===== config.mk =====
export PLATFORM = sky130hd
export DESIGN_NAME = hrm_dump_scanner
export DESIGN_NICKNAME = d
export VERILOG_FILES = /design/src/rtl/hrm_dump_scanner.sv
export SDC_FILE = /design/constraint.sdc
export NUM_CORES = 1
export LEC_CHECK = 0
export CAP_MARGIN = 20
export CORE_MARGIN = 3
export CORE_UTILIZATION = 30
export DETAILED_ROUTE_END_ITERATION = 7
export GPL_ROUTABILITY_DRIVEN = 0
export PLACE_DENSITY = 0.47
export SLEW_MARGIN = 0
export SYNTH_ARGS = -nofsm -noshare
export SYNTH_HDL_FRONTEND = slang
export SYNTH_SLANG_ARGS = --single-unit

===== constraint.sdc =====
create_clock -name clk -period 2.51 [get_ports clk]
set_input_delay 0.6275 -clock clk [delete_from_list [all_inputs] [get_ports clk]]
set_output_delay 0.6275 -clock clk [all_outputs]
set_load 0.05 [all_outputs]

===== src/rtl/hrm_dump_scanner.sv =====
// rtl/hrm_dump_scanner.sv - walks the core dump port and serialises a framed byte stream
// Optional checksum byte before the trailer is enabled by defining DUMP_CHECKSUM_EN.
module hrm_dump_scanner #(
  parameter int         FIFO_DEPTH = 32,
  parameter logic [7:0] HDR_BYTE   = 8'hA5,
  parameter logic [7:0] TRL_BYTE   = 8'h5A
) (
  input  logic       clk,
  input  logic       i_rst,
  input  logic       i_start,
  output logic       o_busy,
  output logic       o_done,
  output logic [2:0] o_dmp_chip_select,
  output logic [4:0] o_dmp_fifo_pos,
  input  logic [7:0] i_dmp_data,
  input  logic       i_dmp_valid,
  output logic [7:0] o_tx_data,
  output logic       o_tx_valid,
  input  logic       i_tx_ready,
  output logic       o_incoherent
);
  typedef enum logic [3:0] {
    S_IDLE, S_HDR, S_SEL, S_SETTLE, S_EMIT, S_CNT, S_CNT_EMIT, S_TRL, S_DONE
  } state_t;

  localparam logic [2:0] SECT_PC    = 3'd0;
  localparam logic [2:0] SECT_INSTR = 3'd1;
  localparam logic [2:0] SECT_REG   = 3'd2;
  localparam logic [2:0] SECT_IN    = 3'd3;
  localparam logic [2:0] SECT_OUT   = 3'd4;
  localparam logic [5:0] LP_DEPTH   = 6'(FIFO_DEPTH);

  state_t     r_state, w_next, w_sect_done_next;
  logic [2:0] r_sect, r_sel, w_sel_code;
  logic       r_phase_cnt, r_busy, r_done, r_tx_valid, r_incoherent;
  logic [5:0] r_cnt, w_cnt_inc;
  logic [4:0] r_idx, r_pos;
  logic [7:0] r_tx_data, w_trl_byte;
  logic       w_xfer, w_fifo_sect, w_emit_last, w_trl_last, w_start_ok;

  assign w_xfer       = r_tx_valid & i_tx_ready;
  assign w_fifo_sect  = (r_sect == SECT_IN) || (r_sect == SECT_OUT);
  assign w_cnt_inc    = r_cnt + 6'd1;
  assign w_emit_last  = w_fifo_sect && (({1'b0, r_idx} + 6'd1) == r_cnt);
  assign w_start_ok   = i_start && ((r_state == S_IDLE) || (r_state == S_DONE));
  assign w_sect_done_next = (r_sect == SECT_IN) ? S_SEL : S_TRL;

  always_comb begin
    w_sel_code = 3'd2;
    case (r_sect)
      SECT_PC:    w_sel_code = 3'd2;
      SECT_INSTR: w_sel_code = 3'd5;
      SECT_REG:   w_sel_code = 3'd4;
      SECT_IN:    w_sel_code = 3'd0;
      SECT_OUT:   w_sel_code = 3'd1;
      default:    w_sel_code = 3'd2;
    endcase
  end

`ifdef DUMP_CHECKSUM_EN
  logic [7:0] r_chk;
  logic       r_chk_sent;

  // The checksum goes out from TRL first; only the trailer itself is excluded from the XOR.
  always_ff @(posedge clk) begin
    if (i_rst) begin
      r_chk      <= 8'h00;
      r_chk_sent <= 1'b0;
    end else if (w_start_ok) begin
      r_chk      <= 8'h00;
      r_chk_sent <= 1'b0;
    end else if (w_xfer) begin
      if (r_state == S_TRL) r_chk_sent <= 1'b1;
      else                  r_chk      <= r_chk ^ r_tx_data;
    end
  end

  assign w_trl_last = r_chk_sent;
  assign w_trl_byte = r_chk_sent ? TRL_BYTE : r_chk;
`else
  assign w_trl_last = 1'b1;
  assign w_trl_byte = TRL_BYTE;
`endif

  always_ff @(posedge clk) begin
    if (i_rst) r_state <= S_IDLE;
    else       r_state <= w_next;
  end

  always_comb begin
    w_next = r_state;
    case (r_state)
      S_IDLE, S_DONE: w_next = i_start ? S_HDR : S_IDLE;
      S_HDR:          if (w_xfer) w_next = S_SEL;
      S_SEL:          w_next = S_SETTLE;
      S_SETTLE:       w_next = r_phase_cnt ? S_CNT : S_EMIT;
      S_CNT:          w_next = (!i_dmp_valid || (w_cnt_inc == LP_DEPTH)) ? S_CNT_EMIT : S_SETTLE;
      S_CNT_EMIT:     if (w_xfer) w_next = (r_cnt == 6'd0) ? w_sect_done_next : S_SEL;
      S_EMIT:         if (w_xfer) w_next = w_emit_last ? w_sect_done_next : S_SEL;
      S_TRL:          if (w_xfer && w_trl_last) w_next = S_DONE;
      default:        w_next = S_IDLE;
    endcase
  end

  always_ff @(posedge clk) begin
    if (i_rst) begin
      r_busy       <= 1'b0;
      r_done       <= 1'b0;
      r_tx_valid   <= 1'b0;
      r_tx_data    <= 8'h00;
      r_sel        <= 3'd2;
      r_pos        <= 5'd0;
      r_incoherent <= 1'b0;
      r_sect       <= SECT_PC;
      r_phase_cnt  <= 1'b0;
      r_cnt        <= 6'd0;
      r_idx        <= 5'd0;
    end else begin
      r_done <= 1'b0;
      case (r_state)
        S_IDLE, S_DONE: if (i_start) begin
          r_busy       <= 1'b1;
          r_tx_valid   <= 1'b1;
          r_tx_data    <= HDR_BYTE;
          r_incoherent <= 1'b0;
          r_sect       <= SECT_PC;
          r_phase_cnt  <= 1'b0;
          r_cnt        <= 6'd0;
          r_idx        <= 5'd0;
        end
        S_HDR: if (w_xfer) r_tx_valid <= 1'b0;
        S_SEL: begin
          r_sel <= w_sel_code;
          r_pos <= r_phase_cnt ? 5'd0 : r_idx;
          if (r_phase_cnt) r_cnt <= 6'd0;
        end
        S_CNT: if (i_dmp_valid) begin
          r_cnt <= w_cnt_inc;
          if (w_cnt_inc != LP_DEPTH) r_pos <= r_pos + 5'd1;
        end
        S_CNT_EMIT: begin
          if (!r_tx_valid) begin
            r_tx_valid <= 1'b1;
            r_tx_data  <= {2'b00, r_cnt};
          end else if (w_xfer) begin
            r_tx_valid  <= 1'b0;
            r_phase_cnt <= 1'b0;
            r_idx       <= 5'd0;
            if (r_cnt == 6'd0) begin
              r_pos <= 5'd0;
              if (r_sect == SECT_IN) begin
                r_sect      <= SECT_OUT;
                r_phase_cnt <= 1'b1;
              end
            end
          end
        end
        S_EMIT: begin
          if (!r_tx_valid) begin
            r_tx_valid <= 1'b1;
            r_tx_data  <= i_dmp_data;
            if (w_fifo_sect && !i_dmp_valid) r_incoherent <= 1'b1;
          end else if (w_xfer) begin
            r_tx_valid <= 1'b0;
            if (!w_fifo_sect) begin
              r_sect <= r_sect + 3'd1;
              if (r_sect == SECT_REG) r_phase_cnt <= 1'b1;
            end else if (w_emit_last) begin
              r_pos <= 5'd0;
              if (r_sect == SECT_IN) begin
                r_sect      <= SECT_OUT;
                r_phase_cnt <= 1'b1;
              end
            end else begin
              r_idx <= r_idx + 5'd1;
            end
          end
        end
        S_TRL: begin
          if (!r_tx_valid) begin
            r_tx_valid <= 1'b1;
            r_tx_data  <= w_trl_byte;
          end else if (w_xfer) begin
            r_tx_valid <= 1'b0;
            if (w_trl_last) begin
              r_busy <= 1'b0;
              r_done <= 1'b1;
            end
          end
        end
        default: ;
      endcase
    end
  end

  assign o_busy            = r_busy;
  assign o_done            = r_done;
  assign o_tx_valid        = r_tx_valid;
  assign o_tx_data         = r_tx_data;
  assign o_dmp_chip_select = r_sel;
  assign o_dmp_fifo_pos    = r_pos;
  assign o_incoherent      = r_incoherent;
endmodule


==> After elaboration in Yosys (flattened, before gate mapping) <==
Index checks and enable logic that the tools add are counted.
Widths: inputs -> output; s select.
{ "word_totals": {"register_bits": 39, "inputBits": 13, "out_inout_bits": 20, "elab_cells": 157} }
{ "classes": {"add_sub_neg": 5, "eq_ne": 37, "muxes": 73, "bitwise_logic": 3, "reduce_logical": 27} }
{ "ops": {"columns": ["cell", "n"], "rows": [
  ["$mux 5", 17],
  ["$mux 3", 13],
  ["$ne 2x2->1 const B", 19],
  ["$mux 8", 4],
  ["$pmux 4 s8", 1],
  ["$pmux 8 s4", 1],
  ["$mux 1", 21],
  ["$pmux 5 s4", 1],
  ["$mux 6", 3],
  ["$pmux 6 s3", 1],
  ["$eq 4x3->1 const B", 4],
  ["$mux 4", 4],
  ["$reduce_and 4->1", 4],
  ["$reduce_and 8->1", 2],
  ["$pmux 5 s3", 1],
  ["$pmux 3 s4", 1],
  ["$add 5x1->5 const B", 2],
  ["$reduce_and 10->1", 1],
  ["$ne 3x3->1 const B", 3],
  ["$pmux 3 s3", 1],
  ["$reduce_and 9->1", 1],
  ["$reduce_bool 3->1", 3],
  ["$eq 4x2->1 const B", 2],
  ["$reduce_bool 4->1", 2],
  ["other kinds (25)", 33]
]} }

==> Logic depth before layout (Yosys ltp) <==
Gate-level depths: netlist of the first run.
{ "logic_depth": {"ltp_word": 8, "depth_mapped": 8, "depth_no_buf": 7} }

==> Worst setup path before layout of the first run <==
No wires, ideal clock.
{ "synth_timing": {"path_type": "reg-to-reg", "start": "register r_tx_valid, in the netlist o_tx_valid", "end": "register r_pos[2], in the netlist o_dmp_fifo_pos[2]", "setup_time_ns": 0.132, "t_arrival_ns": 2.043, "slack_ns": 0.334, "stages_incl_launch_ff": 8, "period_less_slack_ns": 2.176, "path_cell_list": "dfxtp_1 and2_1 clkbuf_1 a31oi_1 a211o_1 or3_4 o31ai_2 a21oi_1"} }
{ "synth_between": {"elab_chain_len": 3} }
{ "synth_rtl": {"columns": ["element", "line", "source"], "rows": [
  ["from (decl)", "35", "logic r_phase_cnt, r_busy, r_done, r_tx_valid, r_incoherent;"],
  ["from (signal assigned)", "109", "r_tx_valid <= 1'b0;"],
  ["from (signal assigned)", "123", "r_tx_valid <= 1'b1;"],
  ["from (signal assigned)", "131", "S_HDR: if (w_xfer) r_tx_valid <= 1'b0;"],
  ["$and 1x1->1", "41", "assign w_xfer = r_tx_valid & i_tx_ready;"],
  ["$ne 2x2->1 (no line)", null, null],
  ["$reduce_and 10->1 (no line) (*)", null, null],
  ["to (signal assigned)", "134", "r_pos <= r_phase_cnt ? 5'd0 : r_idx;"],
  ["to (signal assigned)", "139", "if (w_cnt_inc != LP_DEPTH) r_pos <= r_pos + 5'd1;"],
  ["to (decl)", "37", "logic [4:0] r_idx, r_pos;"]
]} }
Every way passes the cells marked *; elsewhere a longest branch is shown, timed or not.
A chain may end at the register's enable or synchronous reset.

==> Final worst setup path of the first run <==
{ "layout_timing": {"start": "input i_start", "end": "register r_idx[0]"} }
{ "layout_between": {"elab_chain_len": 2} }
{ "layout_rtl": {"columns": ["element", "line", "source"], "rows": [
  ["from (decl)", "10", "input logic i_start,"],
  ["$ne 2x2->1 (no line)", null, null],
  ["$reduce_and 8->1 (no line)", null, null],
  ["to (signal assigned)", "175", "r_idx <= r_idx + 5'd1;"],
  ["to (decl)", "37", null]
]} }
No other way between the ends.

==> results.md, run 1 <==
* Status: finished clean
* Longest Clk Path Bufs at 2
* Worst setup path start: i_start
* # nets final at 389
* Clock-pin slew on the worst setup and hold paths at 0.08 ns
* Setup Crit Path Kind: primary input to register
* Register area share after synthesis at 0.302
* Share of layout cells above drive strength 1 at 0.136
* Most common cell in the synthesized netlist: dfxtp_1
* Post-synth EDFFs at 0
* Leakage power at 1.12 nW
* Htree depth at 2
* Kind of start point of the critical path: primary input
* Initial Utilization at 0.312
* Drt wl/cell at 16.1 um
* Post-route DRC at 0
* Final Critical Period at 2.24 ns
* Max Transition Viols Final at 0
* Clk sink count at 39
* Vias/cell at 5.42
* Asr flop ratio synth at 0
* First-pass GRT wire length at 12900 um
* Avg Cell Area, Syn at 8.04 um2
* DIE AREA at 9780 um2
* Netlist Area Pre-Place at 2590 um2
* Largest family of logic cells by synthesized area: simple AND/OR/NAND/NOR gates
* Post-layout util at 0.388
* Post-CTS Resized at 0
* Final ANT Viol Nets at 0
* N_diodes at 0
* Initial DRC count at 102
* Final setup fails at 0
* GRT overflow at 0
* Worst Path Arrival at 2.45 ns
* 1st-pass router iterations at 4
* Mapped Cells at 322
* CP required at 2.72 ns
* Mux contribution to synthesized area at 0.00387
* Worst hold start: o_busy
* Final period util at 0.894
* Layout area overhead at 24.5%
* Die width at 98.9 um
* Core Rows at 33
* Worst-Margin Slew at 0.555 ns
* CP Capture Type: register
* All-Layer GR Usage at 0.161
* Buffers on Ports at 32
* Clock Skew at 0.00646 ns
* Largest fanout on the critical path at 3
* Largest net degree at the start of global routing at 24
* Fill cell count at 885
* Final wirelength at 7590 um
* CTS tree: built
* Top cell type's share of synthesized area at 0.302
* Yosys warns at 0
* Rel. slew slack at 0.630
* Initial antenna violation count at 0
* Total power at 1.51 mW
* Final hold vios at 0
* Main flop type after synthesis: dfxtp_1
* CTS buffer count at 5
* Die Height at 98.9 um
* Pwr/cell area at 469 nW/um2
* Adder-Cell Fraction of Synth Area at 0.0484
* Worst r2r src: r_idx[1]
* Clock root cell: clkbuf_8
* Post-DP HPWL at 5720 um
* Post-Synth XOR/XNOR Area at 0.0397
* RSZ-0062 raised after global routing: false
* Syn nets at 345
* Maximum VDD drop at 207 uV
* Simple-gate share of the synthesized area at 0.286
* HP Class: register to register
* Post CTS Setup Buffer Count at 0
* Fmax at 446 MHz
* Area contributors post-synth: dfxtp_1 30%, a21oi_1 6.4%, ha_1 4.8%
* Final TNS setup at 0 ns
* Hold buffer count at CTS at 0
* Post-synthesis compound-gate area fraction at 0.265
* Maxcap violations at 0
* Vias in the first global route at 2530
* Core area at 8300 um2
* #FFs+latches synth at 39
* Top cells by count, synth: 39 x dfxtp_1, 33 x a21oi_1, 29 x nor2_1
* Synth area leader: dfxtp_1
* Via count at 2557
* Number of distinct library cells after synthesis at 62
* Insertion delay to the later sink of the worst-skew pair at 0.29 ns
* Ports at 33
==> critical path, cell delays in order <==
cell and delay (ns):
clkdlybuf4s50_1 0.48, or3b_1 0.35, a21o_1 0.23, buf_4 0.15, or4_1 0.45, o211ai_1 0.16
==> logic make-up (layout without fill, tap and decap cells) <==
family                     count (synthesis)  count (layout)
AOI/OAI and AO/OA                        103             103
xor gates and xnor gates                  10              10
adders and majority gates                 10              10
buffers and inverters                     34              79
DFF                                       39              39
muxes                                      1               1
and+or+nand+nor                          125             125
==> registers in the layout, summed over array words and instances (netlist names) <==
| name | flops |
|---|---|
| r_cnt | 6 |
| o_tx_data | 8 |
| o_incoherent | 1 |
| o_dmp_fifo_pos | 5 |
| r_idx | 5 |
| r_state | 4 |
| o_done | 1 |
| r_phase_cnt | 1 |
| o_busy | 1 |
| o_tx_valid | 1 |
| r_sect | 3 |
| o_dmp_chip_select | 3 |
==> power by group <==
group | switching, mW | internal (mW) | leakage (nW)
Clock | 0.230 | 0.196 | 0.0422
Combinational | 0.248 | 0.153 | 0.759
Sequential | 0.0380 | 0.646 | 0.317
==> metrics by stage <==
stage	instance area (um2)	hold WS (ns)	worst slack, ns	std cells
after detailed placement	3140	0.474	-0.0215	464
after global routing	3220	0.516	0.112	472
after global placement	3140	0.474	-0.00521	464
after CTS	3220	0.490	0.239	472
final	3220	0.485	0.266	472
after floorplan	2590	0.505	0.334	322
==> placed cells by master, fill, tap and decap left out, types with 5 or more instances in the layout <==
master,synthesis,routed
clkdlybuf4s50_1,0,32
a31oi_1,8,8
clkbuf_8,0,5
a221oi_1,5,5
nor2_1,29,29
nand2_1,22,22
buf_4,2,26
nand4b_1,5,5
ha_1,10,10
dfxtp_1,39,39
or3_1,7,7
a21oi_1,33,33
nor3_1,15,15
a311oi_1,5,5
inv_1,13,13
o21ai_0,19,19
xnor2_1,6,6
nand3_1,8,8
nand2b_1,9,9
==> cell type report <==
cell class                      instances  area [um2]  area share
Clock buffer                            7        76.3      0.0237
Sequential cell                        39         781       0.242
Clock inverter                          1        5.00     0.00155
Inverter                               13        48.8      0.0151
Timing Repair Buffer                   58         515       0.160
Multi-Input combinational cell        249        1660       0.517
Tap cell                              105         131      0.0408
==> per-layer routing <==
layer  vias to the layer above  track usage  share of wire
met5                         -            0              0
met4                         0       0.0357          0.011
met3                         6       0.0248          0.035
met2                        41        0.244           0.44
met1                      1226        0.239           0.51
li1                       1284            -              -
==> path summary, 6_finish.rpt <==
| check | end | slack (ns) | depth (start not counted) |
|---|---|---|---|
| worst min register to register | o_busy | 0.48 | 2 |
| worst max register to register | o_dmp_fifo_pos[4] | 0.38 | 7 |
| worst max-delay path | r_idx[0] | 0.27 | 6 |
| worst min-delay path | o_busy | 0.48 | 2 |
No activity file was read; power rests on OpenSTA's default activity.
==> inputs of run 2 (changes only) <==
TNS_END_PERCENT = 50   (was default)
clock period = 2.2 ns   (was 2.51 ns; I/O delays follow)
==> run 2 against run 1 <==
Net effect:
- critical endpoint is now o_dmp_fifo_pos[2]
- utilization is 2.4 points higher
- worst setup slack worse by 0.21 ns
- non-clock buffer count is 21 higher
- critical path type unchanged
- via count is 3.5% higher
==> results.md, run 2 (same netlist as run 1, synthesis figures left out) <==
* Worst Path Arrival at 2.33 ns (-0.12 ns)
* Initial antenna violation count at 0 (unchanged)
* Share of layout cells above drive strength 1 at 0.209 (+0.0725)
* DIE AREA at 9780 um2 (unchanged)
* Combinational share of power at 0.285 (+0.020)
* Slowest stage delay, CP at 0.51 ns (+0.03 ns)
* Post-route DRC at 0 (unchanged)
* Maxcap violations at 0 (unchanged)
* Rel. slew slack at 0.663 (+0.0329)
* Pwr/cell area at 519 nW/um2 (+11%)
* Die width at 98.9 um (unchanged)
* GRT overflow at 0 (unchanged)
* Placed standard-cell area at 3290 um2 (+4.6%)
* Post-DP HPWL at 5880 um (+2.7%)
* Final period util at 0.973
* Slowest CP cell: clkdlybuf4s50_1
* Final ANT Viol Nets at 0 (unchanged)
* N_diodes at 0 (unchanged)
* Layout area overhead at 32.2%
* HP Class: register to register
* Max Transition Viols Final at 0 (unchanged)
* Worst-Margin Slew at 0.505 ns (-0.0509 ns)
* First-pass GRT wire length at 13100 um (+1.9%)
* Via count at 2646 (+3.5%)
* Clock Skew at 0.0102 ns (+0.00369 ns)
* Switching share of power at 0.343 (+0.00175)
* Final hold vios at 0 (unchanged)
* Internal cell power at 1.17 mW (+17%)
* Vias/cell at 5.37 (-0.93%)
* All-Layer GR Usage at 0.164 (+0.00365)
* Largest net degree at the start of global routing at 21 (-13%)
* Core Rows at 33 (unchanged)
* CP required at 2.39 ns (-0.33 ns)
* Status: finished clean
* Design Area, Final at 3420 um2 (+6.1%)
* CTS tree: built
* Buffers on Ports at 32 (unchanged)
* Setup Crit Path Kind: primary input to register
* CTS buffer count at 5 (unchanged)
* CP Capture Type: register
* Clock-pin slew on the worst setup and hold paths at 0.09 ns (about the same)
* # nets final at 410 (+5.4%)
* Vias in the first global route at 2560 (+1.2%)
* Clock root cell: clkbuf_8
* Crit-path leading delay family: compound AO/OA/AOI/OAI gates
* Final Critical Period at 2.14 ns
* Hold buffer count at CTS at 0 (unchanged)
* Commonest non-fill, non-tap cell in the layout: buf_4
* Crit path buffers/inverters at 1 (-1)
* Max reg flops at 8 (unchanged)
* Insertion delay to the later sink of the worst-skew pair at 0.30 ns (about the same)
* Largest fanout on the critical path at 3 (unchanged)
* Setup ws final at 0.0585 ns (-0.207 ns)
* Clk pwr share at 0.276 (-0.006)
* Flop pwr share at 0.439 (-0.014)
* Kind of start point of the critical path: primary input
* Fmax at 467 MHz
* CP cell instances: clkdlybuf4s50_1 > and2_4 > a31oi_1 > a211o_1 > or3_4 > o31ai_2 > a21oi_1
* Core area at 8300 um2 (unchanged)
* Pre-CTS worst setup slack at -0.285 ns (-0.264 ns)
* Longest Clk Path Bufs at 2 (unchanged)
* Final setup fails at 0 (unchanged)
* Leakage power at 1.25 nW (+12%)
* Drt wl/cell at 16.0 um (-0.34%)
* Most frequent cells in the layout: 46 x buf_4, 37 x dfxtp_1, 31 x a21oi_1, 30 x clkdlybuf4s50_1, 28 x nor2_1
* Final TNS setup at 0 ns (unchanged)
* Die Height at 98.9 um (unchanged)
* Clk sink count at 39 (unchanged)
* Total power at 1.78 mW (+18%)
* Initial Utilization at 0.312 (unchanged)
* Final wirelength at 7900 um (+4.1%)
* Ports at 33 (unchanged)
* Htree depth at 2 (unchanged)
* 1st-pass router iterations at 5 (+1)
* Maximum VDD drop at 253 uV (+22%)
* Switching power total at 0.609 mW (+18%)
* Initial DRC count at 152 (+49%)
==> run 2: worst paths after layout <==
kind	from	end	slack, ns	cells after the start
worst max register to register	r_cnt[2]	o_dmp_fifo_pos[2]	0.11	6
worst min register to register	o_busy	o_busy	0.48	2
worst min-delay path	o_busy	o_busy	0.48	2
worst max-delay path	i_tx_ready	o_dmp_fifo_pos[2]	0.06	7
==> run 2: what timing repair did <==
action                     4_1_cts  5_1_grt
setup buffers                    0        3
hold endpoints to repair         0        0
resized for setup                0        9
setup endpoints to repair        0       16
==> run 2: metal layers <==
| metal | track usage | share of wire |
|---|---|---|
| met4 | 0.0389 | 0.0073 |
| met5 | 0 | 0 |
| met1 | 0.240 | 0.51 |
| met3 | 0.0234 | 0.033 |
| met2 | 0.255 | 0.45 |
==> run 2: final cells by class <==
cell class                      instances  area [um2]
Clock buffer                            5        68.8
Clock inverter                          3        15.0
Fill cell                             855        4880
Inverter                               13        48.8
Multi-Input combinational cell        249        1680
Sequential cell                        39         783
Tap cell                              105         131
Timing Repair Buffer                   79         689
==> run 2: worst register-to-register path, cell delays in order, from the launching register on <==
cell and delay, ns:
dfxtp_1 0.44, nor4_4 0.38, a31oi_1 0.15, a211o_1 0.36, or3_4 0.35, o31ai_2 0.22, a21oi_1 0.08
==> run 2: power groups by stage <==
| stage | clock network, mW | logic, mW | registers [mW] |
|---|---|---|---|
| 3_5_place_dp | 0 | 0.496 | 0.794 |
| 5_1_grt | 0.534 | 0.559 | 0.786 |
| 3_3_place_gp | 0 | 0.496 | 0.794 |
| 6_report | 0.490 | 0.506 | 0.780 |
| 2_1_floorplan | 0 | 0.225 | 0.846 |
| 4_1_cts | 0.519 | 0.497 | 0.778 |
==> run 2: stage by stage <==
step	util	hold WS, ns	cells
floorplan	-	0.505	322
global placement	0.396	0.463	482
detailed placement	0.396	0.469	482
CTS	0.406	0.484	490
global route	0.412	0.500	493
finish	0.412	0.481	493
==> inputs of run 3 (changes only) <==
RECOVER_POWER = 100   (was default)
==> run 3 against run 2 <==
Net effect:
- fmax hardly changed
- utilization is 0.45 points lower
- global-route usage stayed put
- critical endpoint unchanged
- clock power hardly changed
- die area stayed put
==> results.md, run 3 (same netlist as run 1, synthesis figures left out) <==
* Status: finished clean
* Clock root cell: clkbuf_8
* Buffers on Ports at 32 (unchanged)
* Core Rows at 33 (unchanged)
* Fill cell count at 866 (+1.3%)
* HP Class: register to register
* Worst Path Arrival at 2.33 ns (about the same)
* Final hold vios at 0 (unchanged)
* Commonest non-fill, non-tap cell in the layout: buf_4
* Clock Skew at 0.0101 ns (-0.0000889 ns)
* Final ANT Viol Nets at 0 (unchanged)
* Rel. slew slack at 0.607 (-0.0559)
* Initial Utilization at 0.312 (unchanged)
* Setup Crit Path Kind: primary input to register
* Pre-CTS worst setup slack at -0.285 ns (unchanged)
* Final wirelength at 7890 um (-0.14%)
* Core area at 8300 um2 (unchanged)
* Max Transition Viols Final at 0 (unchanged)
* DIE AREA at 9780 um2 (unchanged)
* Via count at 2648 (+0.076%)
* CP cell instances: clkdlybuf4s50_1 > and2_4 > a31oi_1 > a211o_1 > or3_4 > o31ai_2 > a21oi_1
* Share of layout cells above drive strength 1 at 0.183 (-0.0258)
* Most frequent cells in the layout: 38 x buf_4, 37 x dfxtp_1, 31 x a21oi_1, 29 x nor2_1, 22 x nand2_1
* Longest Clk Path Bufs at 2 (unchanged)
* Setup ws final at 0.0593 ns (+0.000755 ns)
* Clock-pin slew on the worst setup and hold paths at 0.09 ns (about the same)
* Leakage power at 1.26 nW (+0.66%)
* Final setup fails at 0 (unchanged)
* Initial DRC count at 135 (-11%)
* Largest net degree at the start of global routing at 21 (unchanged)
* Largest fanout on the critical path at 3 (unchanged)
* Final period util at 0.973 (about the same)
* CP Capture Type: register
* Maxcap violations at 0 (unchanged)
* Multi-input gate area at 1670 um2 (-0.67%)
* Slowest stage delay, CP at 0.51 ns (about the same)
* 1st-pass router iterations at 4 (-1)
* CTS buffer count at 5 (unchanged)
* Hold buffer count at CTS at 0 (unchanged)
* CP required at 2.39 ns (about the same)
* Initial antenna violation count at 0 (unchanged)
* Maximum VDD drop at 252 uV (-0.51%)
* Layout area overhead at 30.7%
* GRT overflow at 0 (unchanged)
* Htree depth at 2 (unchanged)
* Pwr/cell area at 517 nW/um2 (-0.36%)
* Post-route DRC at 0 (unchanged)
* Clk sink count at 39 (unchanged)
* Insertion delay to the later sink of the worst-skew pair at 0.29 ns (about the same)
* Kind of start point of the critical path: primary input
* Post-DP HPWL at 5880 um (unchanged)
* Vias/cell at 5.37 (about the same)
* Die width at 98.9 um (unchanged)
* Fmax at 467 MHz (about the same)
* CTS tree: built
* N_diodes at 0 (unchanged)
* Ports at 33 (unchanged)
* # nets final at 410 (unchanged)
* Vias in the first global route at 2560 (unchanged)
* Final Critical Period at 2.14 ns (-0.000755 ns)
* Sequential cell area at 783 um2 (unchanged)
* Dpl cells at 482 (unchanged)
* All-Layer GR Usage at 0.164 (unchanged)
* Die Height at 98.9 um (unchanged)
* Worst-Margin Slew at 0.593 ns (+0.0880 ns)
* Drt wl/cell at 16.0 um (-0.14%)
* Max reg flops at 8 (unchanged)
* Finished Layout Cells at 493 (unchanged)
* Slowest CP cell: clkdlybuf4s50_1
* Final TNS setup at 0 ns (unchanged)
* First-pass GRT wire length at 13100 um (unchanged)
[run 3: path summary, 6_finish.rpt]
kind	start	to	slack [ns]	cells past startpoint
max reg2reg	r_cnt[2]	o_dmp_fifo_pos[2]	0.11	6
max	i_tx_ready	o_dmp_fifo_pos[2]	0.06	7
min reg2reg	o_busy	o_busy	0.48	2
min	o_busy	o_busy	0.48	2
[run 3: cell type report]
class | count | area share
Multi-Input combinational cell | 249 | 0.494
Sequential cell | 39 | 0.232
Timing Repair Buffer | 79 | 0.196
Tap cell | 105 | 0.0388
Clock buffer | 5 | 0.0203
Inverter | 13 | 0.0144
Clock inverter | 3 | 0.00444
[run 3: what timing repair did]
| action | in CTS | in global routing |
|---|---|---|
| setup endpoints to repair | 0 | 16 |
| hold endpoints to repair | 0 | 0 |
| buffers inserted | 0 | 3 |
| resized for setup | 0 | 9 |
[run 3: layer usage]
metal  track usage  vias to the layer above  part of all wire
met5             0                        -                 0
met4        0.0389                        0            0.0046
met3        0.0234                        2             0.040
met2         0.255                       47              0.45
met1         0.240                     1274              0.51
li1              -                     1325                 -
[run 3: power breakdown]
part	switching [mW]	internal, mW
logic	0.292	0.192
clock network	0.270	0.218
registers	0.0405	0.737
total	0.603	1.15
[run 3: metrics by stage]
stage                     cell area [um2]  hold WS [ns]  total power, mW  utilization
final                                3380         0.477             1.75        0.408
after floorplan                      2590         0.505             1.07            -
after CTS                            3370         0.484             1.79        0.406
after global placement               3290         0.463             1.29        0.396
after global routing                 3380         0.497             1.85        0.408
after detailed placement             3290         0.469             1.29        0.396
[run 3: worst max-delay path: cells and delay by family]
kind,cells,cell delay (ns)
buffers and inverters,1,0.51
AND/OR/NAND/NOR,2,0.51
AO/OA/AOI/OAI,4,0.75
